$ cat config.mk
export PLATFORM = sky130hd
export DESIGN_NAME = interp_rate_ctrl_flat
export DESIGN_NICKNAME = d
export VERILOG_FILES = /design/src/rtl/interp_rate_ctrl_pkg.sv /design/src/rtl/interp_rate_ctrl_if.sv /design/src/rtl/interp_rate_ctrl_hold_reg1.sv /design/src/rtl/interp_rate_ctrl.sv /design/src/flat_wrapper.sv
export SDC_FILE = /design/constraint.sdc
export NUM_CORES = 1
export LEC_CHECK = 0
export CAP_MARGIN = 20
export CORE_ASPECT_RATIO = 0.9
export CORE_MARGIN = 3
export CORE_UTILIZATION = 40
export DETAILED_ROUTE_END_ITERATION = 7
export GPL_ROUTABILITY_DRIVEN = 0
export PLACE_DENSITY = 0.66
export SKIP_CTS_REPAIR_TIMING = 1
export SYNTH_ARGS = -nofsm -noshare
export SYNTH_HDL_FRONTEND = slang
export SYNTH_SLANG_ARGS = --single-unit
$ cat constraint.sdc
create_clock -name clk -period 2.38 [get_ports clk]
set_input_delay 0.238 -clock clk [delete_from_list [all_inputs] [get_ports clk]]
set_output_delay 0.238 -clock clk [all_outputs]
set_load 0.01 [all_outputs]
$ cat src/rtl/interp_rate_ctrl_pkg.sv
// interp_pkg: shared state type and default constants for the interpolator rate scheduler
package interp_pkg;
   typedef enum logic {IDLE, RUN} state_t;
   localparam int WIN_DEF  = 16;
   localparam int CNTW_DEF = 12;
   localparam int RDEF     = 8;
   localparam int UF_CNT_W = 8;
endpackage

$ cat src/rtl/interp_rate_ctrl_if.sv
// interp_rate_ctrl_if: low-rate sample input and high-rate output stream bundle
//   s_valid/s_data/s_ready : upstream sample handshake (signed s_data)
//   m_valid/m_data/m_first : registered high-rate output, m_first marks phase 0
interface interp_rate_ctrl_if import interp_pkg::*; #(parameter int Win = WIN_DEF);
   logic                  s_valid;
   logic                  s_ready;
   logic signed [Win-1:0] s_data;
   logic                  m_valid;
   logic                  m_first;
   logic signed [Win-1:0] m_data;
   modport master (output s_valid, s_data, input s_ready, m_valid, m_first, m_data);
   modport slave  (input s_valid, s_data, output s_ready, m_valid, m_first, m_data);
endinterface

$ cat src/rtl/interp_rate_ctrl_hold_reg1.sv
// hold_reg1: one-entry valid/ready holding register with external pop
//   i_valid/i_data/o_ready : push handshake; ready while empty or popping
//   i_pop                  : consumer takes the held sample this cycle
//   o_full/o_data          : holding register state
module hold_reg1 import interp_pkg::*; #(parameter int Win = WIN_DEF) (
   input  logic                  clk,
   input  logic                  rst,
   input  logic                  i_valid,
   input  logic signed [Win-1:0] i_data,
   input  logic                  i_pop,
   output logic                  o_ready,
   output logic                  o_full,
   output logic signed [Win-1:0] o_data
);
   logic                  r_full;
   logic signed [Win-1:0] r_data;
   assign o_ready = !r_full | i_pop;
   assign o_full  = r_full;
   assign o_data  = r_data;
   always_ff @(posedge clk)
      if (rst) begin
         r_full <= 1'b0;
         r_data <= '0;
      end else if (i_valid && o_ready) begin
         r_full <= 1'b1;
         r_data <= i_data;
      end else if (i_pop)
         r_full <= 1'b0;
endmodule

$ cat src/rtl/interp_rate_ctrl.sv
// interp_rate_ctrl: zero-stuffing rate scheduler feeding the interpolation filter chain
//   clk, rst         : clock, synchronous active-high reset
//   en               : run enable (frames always complete)
//   cfg_we/cfg_ratio : load shadow ratio (0 saturates to 1), applied in IDLE or at frame wrap
//   uf_clr           : clear underflow flag and counter
//   bus (slave)      : sample handshake in, registered high-rate stream out
//   busy             : state != IDLE
//   underflow/uf_count : sticky flag and saturating count of empty phase-0 cycles
//   ZOH_EN           : when defined, phases 1..R-1 and underflows repeat the last phase-0 sample
module interp_rate_ctrl #(
   parameter int Win  = interp_pkg::WIN_DEF,
   parameter int CNTW = interp_pkg::CNTW_DEF,
   parameter int RDEF = interp_pkg::RDEF
) (
   input  logic                            clk,
   input  logic                            rst,
   input  logic                            en,
   input  logic                            cfg_we,
   input  logic [CNTW-1:0]                 cfg_ratio,
   input  logic                            uf_clr,
   interp_rate_ctrl_if.slave               bus,
   output logic                            busy,
   output logic                            underflow,
   output logic [interp_pkg::UF_CNT_W-1:0] uf_count
);
   import interp_pkg::*;
   state_t                r_state, w_state_nxt;
   logic [CNTW-1:0]       r_phase, w_phase_nxt, r_ratio_act, r_ratio_shd, w_ratio_shd_nxt;
   logic                  w_run, w_last, w_full, w_pop, w_uf;
   logic signed [Win-1:0] w_hold, w_fill, w_data_nxt, r_m_data;
   logic                  r_m_valid, r_m_first, r_uf;
   logic [UF_CNT_W-1:0]   r_uf_cnt;

   hold_reg1 #(.Win(Win)) u_hold (
      .clk(clk), .rst(rst), .i_valid(bus.s_valid), .i_data(bus.s_data), .i_pop(w_pop),
      .o_ready(bus.s_ready), .o_full(w_full), .o_data(w_hold)
   );

   assign w_run  = r_state == RUN;
   assign w_last = r_phase == r_ratio_act - 1'b1;
   assign w_pop  = w_run && r_phase == '0 && w_full;
   assign w_uf   = w_run && r_phase == '0 && !w_full;
   // Same-cycle cfg_we must be visible to a wrap happening now, so ratio_act loads this value.
   assign w_ratio_shd_nxt = !cfg_we ? r_ratio_shd : cfg_ratio == '0 ? CNTW'(1) : cfg_ratio;

`ifdef ZOH_EN
   logic signed [Win-1:0] r_last;
   always_ff @(posedge clk)
      if (rst) r_last <= '0;
      else if (w_pop) r_last <= w_hold;
   assign w_fill = r_last;
`else
   assign w_fill = '0;
`endif

   always_comb begin
      w_state_nxt = r_state;
      w_phase_nxt = '0;
      w_data_nxt  = '0;
      if (w_run) begin
         w_phase_nxt = w_last ? '0 : r_phase + 1'b1;
         w_data_nxt  = w_pop ? w_hold : w_fill;
         w_state_nxt = (w_last && !en) ? IDLE : RUN;
      end else
         w_state_nxt = (en && w_full) ? RUN : IDLE;
   end

   always_ff @(posedge clk)
      if (rst) begin
         r_state <= IDLE;
         r_phase <= '0;
      end else begin
         r_state <= w_state_nxt;
         r_phase <= w_phase_nxt;
      end

   always_ff @(posedge clk)
      if (rst) begin
         r_ratio_act <= CNTW'(RDEF);
         r_ratio_shd <= CNTW'(RDEF);
         r_m_valid   <= 1'b0;
         r_m_data    <= '0;
         r_m_first   <= 1'b0;
      end else begin
         r_ratio_shd <= w_ratio_shd_nxt;
         if (!w_run || w_last) r_ratio_act <= w_ratio_shd_nxt;
         r_m_valid   <= w_run;
         r_m_data    <= w_data_nxt;
         r_m_first   <= w_run && r_phase == '0;
      end

   // A clear coinciding with an event restarts the count at that event.
   always_ff @(posedge clk)
      if (rst) begin
         r_uf     <= 1'b0;
         r_uf_cnt <= '0;
      end else if (uf_clr) begin
         r_uf     <= w_uf;
         r_uf_cnt <= UF_CNT_W'(w_uf);
      end else if (w_uf) begin
         r_uf     <= 1'b1;
         r_uf_cnt <= r_uf_cnt + UF_CNT_W'(r_uf_cnt != '1);
      end

   assign bus.m_valid = r_m_valid;
   assign bus.m_data  = r_m_data;
   assign bus.m_first = r_m_first;
   assign busy        = w_run;
   assign underflow   = r_uf;
   assign uf_count    = r_uf_cnt;
endmodule

$ cat src/flat_wrapper.sv
// flat-port wrapper written by rule: the top's interface ports become plain ports
module interp_rate_ctrl_flat import interp_pkg::*;
#(
   parameter int Win  = interp_pkg::WIN_DEF,
   parameter int CNTW = interp_pkg::CNTW_DEF,
   parameter int RDEF = interp_pkg::RDEF
)
  (clk, rst, en, cfg_we, cfg_ratio, uf_clr, busy, underflow, uf_count, bus_s_valid, bus_s_data, bus_s_ready, bus_m_valid, bus_m_first, bus_m_data);
  interp_rate_ctrl_if #(.Win(Win)) bus_i ();
  input  logic clk;
  input  logic rst;
  input  logic en;
  input  logic cfg_we;
  input  logic [CNTW-1:0] cfg_ratio;
  input  logic uf_clr;
  output logic busy;
  output logic underflow;
  output logic [interp_pkg::UF_CNT_W-1:0] uf_count;
  input wire logic [$bits(bus_i.s_valid)-1:0] bus_s_valid;
  input wire logic [$bits(bus_i.s_data)-1:0] bus_s_data;
  output wire logic [$bits(bus_i.s_ready)-1:0] bus_s_ready;
  output wire logic [$bits(bus_i.m_valid)-1:0] bus_m_valid;
  output wire logic [$bits(bus_i.m_first)-1:0] bus_m_first;
  output wire logic [$bits(bus_i.m_data)-1:0] bus_m_data;
  assign bus_i.s_valid = bus_s_valid;
  assign bus_i.s_data = bus_s_data;
  assign bus_s_ready = bus_i.s_ready;
  assign bus_m_valid = bus_i.m_valid;
  assign bus_m_first = bus_i.m_first;
  assign bus_m_data = bus_i.m_data;
  interp_rate_ctrl #(.Win(Win), .CNTW(CNTW), .RDEF(RDEF)) u_core (.clk(clk), .rst(rst), .en(en), .cfg_we(cfg_we), .cfg_ratio(cfg_ratio), .uf_clr(uf_clr), .bus(bus_i), .busy(busy), .underflow(underflow), .uf_count(uf_count));
endmodule
==> flow_summary.yaml <==
status:
  status: "finished with violations"
  violations: "setup timing"
clocking:
  clkTransAtPathRegs_ns: 0.09
  tritoncts: "done"
  cts_buffer_depth: 2
  cts_root_buffer: "clkbuf_8"
  cts_made_buffers: 9
  cts_sinks: 81
  clk_latency_ns: 0.35
  htree_levels: 3
sta:
  tightest_slew_ns: 0.734
  setup_viol: 14
  fmax_mhz: 410
  hold_viol_final: 0
  finalWorstSetupSlack_ns: -0.0607
  timing.final.crit_period_ns: 2.44
  clock_skew_ns: 0.0140
  maxSlewHeadroom: 0.509
  slew_violations: 0
  fin_crit_sh: 1.03
  rsz0062_at_grt: "yes"
drt:
  ant_nets: 0
  firstDrtPassIters: 4
  vias_per_cell: 5.03
  post_drt_wl_per_cell_um: 13.9
  via_count: 2598
  drt_wl_total_mm: 7.17
  drc_errors: 0
  drt_iter0_drc: 74
min_path:
  min-delay-start: "u_core.u_hold.o_data[15]"
  hold_class: "reg -> reg"
  hold-path-cell-count: 1
  hold_end: "u_core.bus.m_data[15]"
die:
  core_area_um2: 7810
  ios: 63
  start_util: 0.426
  dieArea_um2: 9440
  die_h_um: 92.5
  die_w_um: 102
  rows: 30
logic_synthesis:
  synthesis.nets: 375
  yosys_register_bits: 81
  syn_avg_cell_area_um2: 9.89
  synth_async_sr_flop_share: 0
  syn_inst: 336
  synth_area_um2: 3320
  synth-edff-count: 0
  dominantRegCellSynth: "dfxtp_1"
  synth_cell_types: 51
  synth_seq_area_share: 0.488
  yosysWarnings: 0
finish:
  fillers: 671
  insertedDiodeCount: 0
  fin_area_um2: 4480
  layout-drive-gt1-share: 0.164
  layout-area-overhead-vs-synth_pct: 34.8
  nets: 455
worst_setup_path:
  critPathMaxFanout: 5
  critPathLaunchType: "register"
  crit_required_ns: 2.63
  regToRegSetupSlack_ns: -0.06
  crit_path_max_incr_delay_ns: 0.56
  r2r_end: "u_core.r_ratio_act[0]"
  crit_slowest_cell: "or4_4"
  worstReg2RegStart: "u_core.r_ratio_act[0]"
  startpoint: "u_core.r_ratio_act[0]"
  crit_type: "reg -> reg"
  crit_chain: "inv_4, ha_4, nor3b_4, o2111a_1, nor3_2, or4_4, o31ai_4, mux2_2"
  worstPathArrival_ns: 2.69
  worstRegToRegCells: 8
  cp-end-kind: "register"
global_route:
  grt_usage: 0.154
  antenna_found_initial: 0
  grt_max_degree: 36
  grt_pass1_wl_mm: 11.6
  grt_pass1_vias: 2413
  overflow: 0
placement:
  port_buffers: 62
  hpwl_mm: 5.11
  placed_area_um2: 4170
  dpl_worst_slack_ns: -0.194
power_and_ir_drop:
  p_per_area_nw_per_um2: 646
  p_leak_uw: 0.00184
  peakVddDrop_uv: 285
job:
  maxCapViolCount: 0
[critical path, delay by kind of cell (launching register included)]
family | cells | cell delay (ns)
AO/OA/AOI/OAI | 2 | 0.50
adder cells (fa/ha/maj) | 1 | 0.15
buffers and inverters | 1 | 0.06
flip-flops | 1 | 0.37
multiplexers | 1 | 0.37
AND/OR/NAND/NOR | 3 | 0.87
[flip-flops by register name, summed over array words and instances, names as in the netlist]
| signal | flops |
|---|---|
| u_core.bus.m_data | 16 |
| u_core.u_hold.o_data | 16 |
| u_core.r_phase | 12 |
| u_core.r_ratio_act | 12 |
| u_core.r_ratio_shd | 12 |
| u_core.uf_count | 8 |
| u_core.bus.m_first | 1 |
| u_core.bus.m_valid | 1 |
| u_core.busy | 1 |
| u_core.u_hold.o_full | 1 |
| u_core.underflow | 1 |
[per-layer routing]
| layer | wire [um] | vias to the layer above | track usage |
|---|---|---|---|
| met4 | 80 | 0 | 0.0459 |
| met1 | 3420 | 1206 | 0.204 |
| met2 | 3330 | 53 | 0.241 |
| li1 | - | 1327 | - |
| met5 | 0 | - | 0 |
| met3 | 340 | 12 | 0.0482 |
[where the power goes]
part	switching (uW)	internal, uW
registers	44.9	1410
logic	185	231
clock network	526	494
[metrics by stage]
step / std cells / TNS [ns] / utilization / hold slack [ns] / power [uW]
finish: 517 / -0.579 / 0.574 / 0.480 / 2890
floorplan: 336 / -0.0586 / - / 0.367 / 1710
CTS: 514 / -3.51 / 0.559 / 0.480 / 2880
detailed placement: 498 / -2.65 / 0.534 / 0.464 / 1870
global route: 517 / -3.18 / 0.574 / 0.489 / 3010
global placement: 498 / -2.59 / 0.534 / 0.464 / 1860
[worst max path at each step]
stage	end	slack, ns	cells past startpoint
after floorplan	u_core.r_ratio_act[1]	-0.009	9
after global placement	u_core.r_ratio_act[7]	-0.17	8
after detailed placement	u_core.r_ratio_act[7]	-0.19	8
after CTS	u_core.r_ratio_act[7]	-0.22	8
after global routing	u_core.r_ratio_act[0]	-0.17	7
final	u_core.r_ratio_act[0]	-0.06	8
[synthesized netlist by cell type, types with 3 or more instances]
cell	number	area share
nor2_1	55	0.062
ha_1	5	0.019
nand4_1	3	0.0056
clkbuf_1	13	0.015
o22a_1	9	0.024
and3_1	21	0.040
xor2_1	13	0.034
a21oi_1	7	0.011
nand2_1	8	0.0090
nor3_1	6	0.0090
or3_1	3	0.0056
buf_6	3	0.010
dfxtp_1	81	0.49
mux2i_1	28	0.084
inv_1	8	0.0090
nand3_1	11	0.017
nor4_1	5	0.0094
o21ai_0	3	0.0045
xnor2_1	15	0.040
[cell families after synthesis]
family	synth area share
flip-flops	0.488
AO/OA/AOI/OAI	0.0956
buffers and inverters	0.0388
XOR/XNOR	0.0738
multiplexers	0.0877
AND/OR/NAND/NOR	0.197
adder cells (fa/ha/maj)	0.0188
[placed cells by master (no fill, tap or decap), types with 2 or more instances in the layout]
master / Yosys / layout
buf_6: 3 / 3
inv_6: 0 / 3
nor4_1: 5 / 4
and3_1: 21 / 21
clkinvlp_4: 0 / 2
xnor2_1: 15 / 15
a21oi_1: 7 / 6
nor2_1: 55 / 55
ha_1: 5 / 4
nand4_1: 3 / 3
dfxtp_1: 81 / 79
or3_1: 3 / 3
inv_1: 8 / 6
o31ai_4: 1 / 2
o22a_1: 9 / 9
nand3b_1: 2 / 2
nor3_1: 6 / 5
xor2_1: 13 / 13
a211oi_1: 2 / 2
nand2_1: 8 / 7
nor2b_1: 2 / 2
clkbuf_8: 0 / 9
buf_4: 1 / 23
clkdlybuf4s50_1: 0 / 62
mux2i_1: 28 / 28
o21ai_0: 3 / 3
nand3_1: 11 / 11
o211ai_1: 2 / 2
[layout make-up]
class	count	area, um2	area share
multi-input combinational	228	1670	0.373
sequential	81	1630	0.363
timing repair buffer	88	827	0.185
inverter	8	32.5	0.00726
clock inverter	7	76.3	0.0170
clock buffer	9	124	0.0277
tap	96	120	0.0268
(Power assumes the default switching activity.)
